$ cat config.mk
export PLATFORM = sky130hd
export DESIGN_NAME = breath_led_sched
export DESIGN_NICKNAME = d
export VERILOG_FILES = /design/src/rtl/breath_pkg.sv /design/src/rtl/breath_pwm_core.sv /design/src/rtl/breath_led_sched.sv
export SDC_FILE = /design/constraint.sdc
export NUM_CORES = 1
export LEC_CHECK = 0
export CAP_MARGIN = 20
export CORE_UTILIZATION = 54
export CTS_CLUSTER_DIAMETER = 120
export CTS_CLUSTER_SIZE = 25
export DETAILED_ROUTE_END_ITERATION = 10
export PLACE_DENSITY_LB_ADDON = 0.2
export SETUP_SLACK_MARGIN = 0.4
export SYNTH_ARGS = -nofsm -noshare
export SYNTH_HDL_FRONTEND = slang
export SYNTH_SLANG_ARGS = --single-unit
$ cat constraint.sdc
create_clock -name clk -period 2.2 [get_ports clk]
set_input_delay 0.22 -clock clk [delete_from_list [all_inputs] [get_ports clk]]
set_output_delay 0.22 -clock clk [all_outputs]
set_load 0.02 [all_outputs]
$ cat src/rtl/breath_pkg.sv
// Shared encodings for the breathing-LED sequencer: pattern modes, FSM states
// and the default brightness resolution.
package breath_pkg;

  localparam logic [1:0] MODE_OFF      = 2'd0;
  localparam logic [1:0] MODE_ALL      = 2'd1;
  localparam logic [1:0] MODE_CHASE    = 2'd2;
  localparam logic [1:0] MODE_PINGPONG = 2'd3;

  localparam logic [1:0] ST_IDLE = 2'd0;
  localparam logic [1:0] ST_RISE = 2'd1;
  localparam logic [1:0] ST_FALL = 2'd2;
  localparam logic [1:0] ST_NEXT = 2'd3;

  localparam int CNT_NUM_DEFAULT = 3464;

endpackage

$ cat src/rtl/breath_pwm_core.sv
// Shared triangle-brightness generator: a PWM phase counter plus a level that
// climbs to the top and back down, one step per PWM period.
module breath_pwm_core
  import breath_pkg::*;
#(
  parameter int CNT_NUM = CNT_NUM_DEFAULT,
  parameter int CW      = 12
) (
  input  logic clk,
  input  logic rst,
  input  logic run,
  input  logic clr,
  output logic at_top,
  output logic at_bottom,
  output logic step,
  output logic lit
);

  localparam logic [CW-1:0] TOP = CW'(CNT_NUM - 1);

  logic [CW-1:0] ph_reg;
  logic [CW-1:0] level_reg;
  logic          falling_reg;

  assign step      = run && (ph_reg == TOP);
  assign at_top    = (level_reg == TOP);
  assign at_bottom = (level_reg == '0);
  assign lit       = (ph_reg < level_reg);

  always_ff @(posedge clk or negedge rst) begin
    if (!rst) begin
      ph_reg      <= '0;
      level_reg   <= '0;
      falling_reg <= 1'b0;
    end else if (clr) begin
      ph_reg      <= '0;
      level_reg   <= '0;
      falling_reg <= 1'b0;
    end else if (run) begin
      ph_reg <= (ph_reg == TOP) ? '0 : ph_reg + 1'b1;
      if (step) begin
        // The top level is held for one extra period while turning round.
        if (!falling_reg) begin
          if (at_top) falling_reg <= 1'b1;
          else        level_reg   <= level_reg + 1'b1;
        end else if (!at_bottom) begin
          level_reg <= level_reg - 1'b1;
        end
      end
    end
  end

endmodule

$ cat src/rtl/breath_led_sched.sv
// Breathing-LED sequencer: FSM chooses which LED breathes and when the pattern
// advances; LED pins are driven active-low from a registered steering stage.
module breath_led_sched
  import breath_pkg::*;
#(
  parameter int N_LED   = 8,
  parameter int CNT_NUM = CNT_NUM_DEFAULT,
  parameter int CW      = 12,
  parameter int IW      = 3
) (
  input  logic             clk,
  input  logic             rst,
  input  logic             en,
  input  logic [1:0]       mode,
  output logic [N_LED-1:0] led,
  output logic [IW-1:0]    active_idx,
  output logic             cycle_done,
  output logic             busy
);

  localparam logic [IW-1:0] LAST = IW'(N_LED - 1);

  logic [1:0]       state_reg, state_next;
  logic [1:0]       mode_q_reg;
  logic [IW-1:0]    idx_reg, idx_adv;
  logic             dir_up_reg, dir_adv;
  logic [N_LED-1:0] led_reg, led_next;
  logic             run, clr, at_top, at_bottom, step, lit;

  assign run = en && (state_reg == ST_RISE || state_reg == ST_FALL);
  assign clr = !en || state_reg == ST_IDLE || state_reg == ST_NEXT;

  breath_pwm_core #(
    .CNT_NUM (CNT_NUM),
    .CW      (CW)
  ) u_core (
    .clk       (clk),
    .rst       (rst),
    .run       (run),
    .clr       (clr),
    .at_top    (at_top),
    .at_bottom (at_bottom),
    .step      (step),
    .lit       (lit)
  );

  always_comb begin
    state_next = state_reg;
    case (state_reg)
      ST_IDLE: if (en && mode != MODE_OFF) state_next = ST_RISE;
      ST_RISE: begin
        if (!en)                  state_next = ST_IDLE;
        else if (step && at_top)  state_next = ST_FALL;
      end
      ST_FALL: begin
        if (!en)                    state_next = ST_IDLE;
        else if (step && at_bottom) state_next = ST_NEXT;
      end
      default: state_next = (en && mode != MODE_OFF) ? ST_RISE : ST_IDLE;
    endcase
  end

  // Index advance uses the pattern that was running during the finished breath.
  always_comb begin
    idx_adv = idx_reg;
    dir_adv = dir_up_reg;
    if (N_LED > 1) begin
      case (mode_q_reg)
        MODE_CHASE: idx_adv = (idx_reg == LAST) ? '0 : idx_reg + 1'b1;
        MODE_PINGPONG: begin
          if (dir_up_reg) begin
            if (idx_reg == LAST) begin
              idx_adv = idx_reg - 1'b1;
              dir_adv = 1'b0;
            end else begin
              idx_adv = idx_reg + 1'b1;
            end
          end else begin
            if (idx_reg == '0) begin
              idx_adv = idx_reg + 1'b1;
              dir_adv = 1'b1;
            end else begin
              idx_adv = idx_reg - 1'b1;
            end
          end
        end
        default: idx_adv = idx_reg;
      endcase
    end
  end

  genvar gi;
  generate
    for (gi = 0; gi < N_LED; gi++) begin : g_led
      assign led_next[gi] = (run && (mode_q_reg == MODE_ALL ||
                             (mode_q_reg[1] && idx_reg == IW'(gi)))) ? ~lit : 1'b1;
    end
  endgenerate

  always_ff @(posedge clk or negedge rst) begin
    if (!rst) begin
      state_reg  <= ST_IDLE;
      mode_q_reg <= MODE_OFF;
      idx_reg    <= '0;
      dir_up_reg <= 1'b1;
      led_reg    <= '1;
    end else begin
      state_reg <= state_next;
      led_reg   <= led_next;
      if (state_reg == ST_IDLE && state_next == ST_RISE) begin
        mode_q_reg <= mode;
        idx_reg    <= '0;
        dir_up_reg <= 1'b1;
      end else if (state_reg == ST_NEXT) begin
        idx_reg    <= idx_adv;
        dir_up_reg <= dir_adv;
        mode_q_reg <= mode;
      end
    end
  end

  assign led        = led_reg;
  assign active_idx = idx_reg;
  assign cycle_done = (state_reg == ST_NEXT);
  assign busy       = (state_reg != ST_IDLE);

endmodule

==> flow_summary.toml, run 1 <==
[cts]
clock-root-buffer = "clkbuf_8"
cts_tree = "yes"
numCtsBuffers = 5
cts.sink_count = 41
clk_pin_slew_ns = 0.08
clock_path_buffers = 2
clk_latency_ns = 0.29
cts_max_level = 2

[global_routing]
grt_max_degree = 32
first_global_vias = 2651
grtUsageTotal_pct = 29.3
antenna_found_initial = 0
grt-ovfl-total = 0
grt_pass1_wl_um = 12500

[setup_path]
startpoint_type = "flip-flop"
crit_path_end_kind = "flip-flop"
crit_type = "reg2reg"
arrival_ns = 2.49
path_max_fanout = 3
r2r_cells = 6
ff2ff_setup_slack_ns = -0.11
required_ns = 2.38

[timing]
setup_violations = 9
hold_viol = 0
fin_crit_sh_pct = 105
tns_ns = -0.777
max_freq_ghz = 0.434
slew_headroom_pct = 71.1
final_max_slew_viol_count = 0
fin_ws_ns = -0.106
rsz0062_at_grt = "true"
worstMarginPinSlew_ns = 0.430
fin_skew_ns = 0.00354
fin_crit_ns = 2.31

[synthesis]
synthesis.nets = 365
ys_types = 49
synth-edff-count = 0
postSynthCellCount = 326
synth-main-ff-cell = "dfrtp_1"
avgSynthCellArea_um2 = 8.97
ys_seq_area_share_pct = 35.5
yosys_warnings = 0
ys_seq_elements = 41
syn_area_mm2 = 0.00293
synthArstFlopShare_pct = 100

[outcome]
violations = "negative setup slack"
status = "complete, but fails checks"

[finish]
fin_area_mm2 = 0.00404
final_nets = 442
diodes = 0
layout_commonest_cell = "buf_4"
final_cell_mix = "buf_4 (55), dfrtp_1 (30), ha_1 (26)"
area_delta_synth_final_pct = 38.1
drive_gt1_share_pct = 34.7

[flow_run]
drv_cap = 0

[place]
dp_hpwl_um = 5610
dpl_cell_area_mm2 = 0.00362
gp_congestion = 0.875
portBuffers = 17

[routing]
vias_per_cell = 5.97
wirelength_um = 8230
first_pass_iters = 5
drcViolationCount = 0
via_count = 2828
drtIter0Drc = 230
wl_per_cell_um = 17.4
ant_nets = 0

[power_and_ir_drop]
ir_drop_mv = 0.699
power_density_mw_per_mm2 = 509
power_leakage_nw = 1.81

[floorplan]
die_height_um = 75.6
dieArea_mm2 = 0.00572
start_util_pct = 56.6
num_rows = 26
core-area_mm2 = 0.00517
ioPinCount = 18
die_w_um = 75.6

[worst_hold_path]
hp-class = "in2async"
-- per-stage QoR --
| stage | instances | utilization (%) | total power (W) | setup slack (ns) | hold slack, ns |
|---|---|---|---|---|---|
| 2_1_floorplan | 326 | - | 0.00121 | -0.0364 | -0.0756 |
| 6_report | 474 | 78.1 | 0.00206 | -0.106 | 0.316 |
| 3_5_place_dp | 457 | 69.9 | 0.00144 | -0.0893 | 0.101 |
| 5_1_grt | 474 | 78.1 | 0.00213 | -0.186 | 0.352 |
| 3_3_place_gp | 457 | 69.9 | 0.00143 | -0.0581 | 0.0971 |
| 4_1_cts | 469 | 73.9 | 0.00199 | -0.0886 | 0.320 |
-- kinds of logic after synthesis --
family | count (synthesis) | share of synthesized area [%]
buffers and inverters | 36 | 4.66
flip-flops | 41 | 35.5
AND/OR/NAND/NOR | 100 | 17.5
multiplexers | 10 | 3.76
AO/OA/AOI/OAI | 95 | 20.8
XOR/XNOR | 10 | 2.99
adder cells (fa/ha/maj) | 34 | 14.8
-- worst max-delay path, cell delays in order (launching register included) --
cell,delay (ns)
dfrtp_1,0.38
or4_4,0.56
nor3_4,0.17
a31oi_1,0.13
o31a_1,0.32
o31a_1,0.33
mux2_4,0.31
-- layout make-up --
cell class,instances,area (um2)
Sequential cell,41,1040
Fill cell,328,1130
Multi-Input combinational cell,249,2060
Inverter,28,108
Clock inverter,2,13.8
Timing Repair Buffer,78,651
Clock buffer,6,82.6
Tap cell,70,87.6
-- metal layers --
| metal | vias to the layer above | track usage [%] | wire length, um |
|---|---|---|---|
| li1 | 1345 | - | - |
| met1 | 1380 | 38.2 | 3580 |
| met2 | 85 | 50.4 | 4150 |
| met3 | 18 | 4.63 | 352 |
| met4 | 0 | 9.05 | 140 |
| met5 | - | 0 | 0 |
-- Yosys cell counts (all sizes together), types with 2 or more instances --
cell type  number  share of area, %
nand2b          5               1.1
mux2i           8               2.7
nor4            2              0.43
nor2b           2              0.43
nand2          23               3.0
a2111oi         2              0.81
nor2           27               3.5
o22ai           3              0.64
inv            28               3.6
and3            8               1.7
clkbuf          7              0.90
mux2            2               1.0
dfstp           9               8.1
a31oi           5               1.1
o21bai          2              0.51
o21a            2              0.51
ha             33                14
o31a            3              0.90
o31ai           5               1.3
a21o            8               2.1
a21oi          20               3.4
nor3            9               1.9
a41oi           2              0.60
dfrtp          32                27
and4            3              0.90
a211oi          4               1.0
xnor2           8               2.4
nand4           7               1.5
o211ai          3              0.77
o21ai          29               5.0
nand3           9               1.5
xor2            2              0.60
a211o           2              0.60
-- where the power goes --
part	internal [W]	total, W	switching [W]	leakage [nW]
sequential	0.000787	0.000838	0.0000510	0.532
clock	0.000255	0.000527	0.000273	0.0512
combinational	0.000294	0.000691	0.000397	1.22
-- what timing repair did --
item                                    in CTS  in global routing
gates resized for setup                     19                 36
endpoints found under the setup margin      37                 35
pin swaps                                   16                 29
hold endpoints to repair                    10                  0
buffers inserted                             3                  5
hold buffers                                 1                  0
-- final timing paths --
check | start | to
setup / recovery | u_core.level_reg[6] | mode_q_reg[0]
hold / removal | rst | u_core.level_reg[7]
setup reg to reg | u_core.level_reg[6] | mode_q_reg[0]
hold reg to reg | u_core.ph_reg[11] | u_core.ph_reg[11]
max in group asynchronous | rst | led[1]
min in group clk | mode[1] | mode_q_reg[1]
(Power assumes the default switching activity.)
==> run 2: changes to the inputs <==
Settings changed: CELL_PAD_IN_SITES_DETAIL_PLACEMENT set to 1, CELL_PAD_IN_SITES_GLOBAL_PLACEMENT set to 1, CORE_UTILIZATION 54 to 42, PLACE_DENSITY_LB_ADDON 0.2 to 0.08.
==> flow_summary.toml, run 2 (synthesis gave the netlist of run 1 again) <==
[outcome]
status = "complete, but fails checks"
violations = "negative setup slack"

[cts]
cts_tree = "yes"
clock_path_buffers = 2
clock-root-buffer = "clkbuf_8"
numCtsBuffers = 5
cts.sink_count = 41
cts_max_level = 2
clk_pin_slew_ns = 0.08
clk_latency_ns = 0.30

[timing]
slew_headroom_pct = 61.8
holdWs_ns = 0.440
max_freq_ghz = 0.425
fin_crit_ns = 2.35
setup_violations = 9
fin_crit_sh_pct = 107
rsz0062_at_grt = "true"
hold_viol = 0
worstMarginPinSlew_ns = 0.572
fin_ws_ns = -0.153
fin_skew_ns = 0.00383
final_max_slew_viol_count = 0

[place]
gp_congestion = 0.855
portBuffers = 17
dp_hpwl_um = 6670
dpl_cell_area_mm2 = 0.00365

[finish]
final_cell_mix = "buf_4 (63), dfrtp_1 (30), nor2_1 (26), ha_1 (26), inv_1 (22)"
fin_area_mm2 = 0.00420
area_delta_synth_final_pct = 43.7
layout_commonest_cell = "buf_4"
drive_gt1_share_pct = 36.9
fillers = 748
final_nets = 458
diodes = 0

[floorplan]
start_util_pct = 43.3
die_w_um = 85.5
ioPinCount = 18
dieArea_mm2 = 0.00730
num_rows = 30
die_height_um = 85.5
core-area_mm2 = 0.00676

[power_and_ir_drop]
power_density_mw_per_mm2 = 502
power_leakage_nw = 1.90
seqPwrFrac_pct = 39.7
ir_drop_mv = 0.409
power_frac_comb_pct = 35.5
switching_power_w = 0.000737
total_power_w = 0.00211
p_int_w = 0.00137
clockPowerShare_pct = 24.8
swShare_pct = 34.9

[global_routing]
grtUsageTotal_pct = 26.2
first_global_vias = 3057
grt_pass1_wl_um = 14900
antenna_found_initial = 0
grt-ovfl-total = 0
grt_max_degree = 24

[setup_path]
path_max_fanout = 3
timing.rr.start = "u_core.level_reg[6]"
r2r_cells = 6
max_stage_delay_ns = 0.56
rr_endpoint = "mode_q_reg[1]"
startpoint_type = "flip-flop"
arrival_ns = 2.54
crit_slowest_cell = "or4_4"
crit_buf_inv = 0
crit_path_end_kind = "flip-flop"
ff2ff_setup_slack_ns = -0.15
path_cells = "or4_4 -> nor3_4 -> a31oi_1 -> o31a_1 -> o31a_1 -> mux2_4"
critical_path.most_common_cell = "o31a_1"
required_ns = 2.39
crit_type = "reg2reg"
crit_family = "compound AO/OA/AOI/OAI gates"

[routing]
wirelength_um = 9330
top_layer_used = "met4"
vias_per_cell = 5.66
wl_met3_um = 148
drt-met1-wl_um = 4110
drtIter0Drc = 56
via_count = 2832
dr_wl_met2_um = 4910
drcViolationCount = 0
ant_nets = 0
first_pass_iters = 4
wl_per_cell_um = 18.7

[worst_hold_path]
hp-class = "in2async"

[flow_run]
drv_cap = 0
run 2: area by class of cell:
type / instances / area, um2 / area share, %
multi-input combinational: 249 / 2070 / 49.2
sequential: 41 / 1040 / 24.7
timing repair buffer: 94 / 796 / 18.9
inverter: 28 / 108 / 2.56
tap: 80 / 100 / 2.38
clock buffer: 8 / 90.1 / 2.14
run 2: how the worst max path moves through the flow:
stage / slack, ns / cells after the start / from / to
after floorplan: -0.04 / 9 / u_core.ph_reg[0] / mode_q_reg[0]
after global placement: -0.04 / 6 / u_core.level_reg[6] / mode_q_reg[0]
after detailed placement: -0.15 / 6 / u_core.level_reg[6] / mode_q_reg[1]
after CTS: -0.14 / 7 / u_core.level_reg[6] / mode_q_reg[1]
after global routing: -0.21 / 6 / u_core.level_reg[6] / mode_q_reg[1]
final: -0.15 / 6 / u_core.level_reg[6] / mode_q_reg[1]
run 2: metal layers:
layer / vias to the layer above / global-route usage, %
li1: 1365 / -
met1: 1424 / 32.7
met2: 28 / 47.8
met3: 15 / 3.31
met4: 0 / 6.21
met5: - / 0
run 2: stage by stage:
stage | util, % | instances | setup WS, ns | TNS [ns]
final | 62.2 | 500 | -0.153 | -0.715
after global routing | 62.2 | 500 | -0.214 | -1.53
after CTS | 59.2 | 492 | -0.141 | -0.692
after detailed placement | 54.1 | 472 | -0.150 | -0.577
after global placement | 54.1 | 472 | -0.0420 | -0.0837
after floorplan | - | 326 | -0.0364 | -0.0727
run 2: timing repair:
action | 4_1_cts | 5_1_grt
endpoints found under the hold margin | 21 | 0
setup buffers | 11 | 8
pin swaps | 31 | 29
setup endpoints to repair | 37 | 37
gates resized for setup | 39 | 25
hold buffers | 1 | 0
cloned | 0 | 0
run 2: power groups by stage:
stage                     Combinational [W]  Clock [W]  Sequential, W
after floorplan                    0.000377          0       0.000829
after global placement             0.000578          0       0.000850
after CTS                          0.000648   0.000538       0.000839
after detailed placement           0.000600          0       0.000852
final                              0.000750   0.000523       0.000838
after global routing               0.000807   0.000557       0.000848
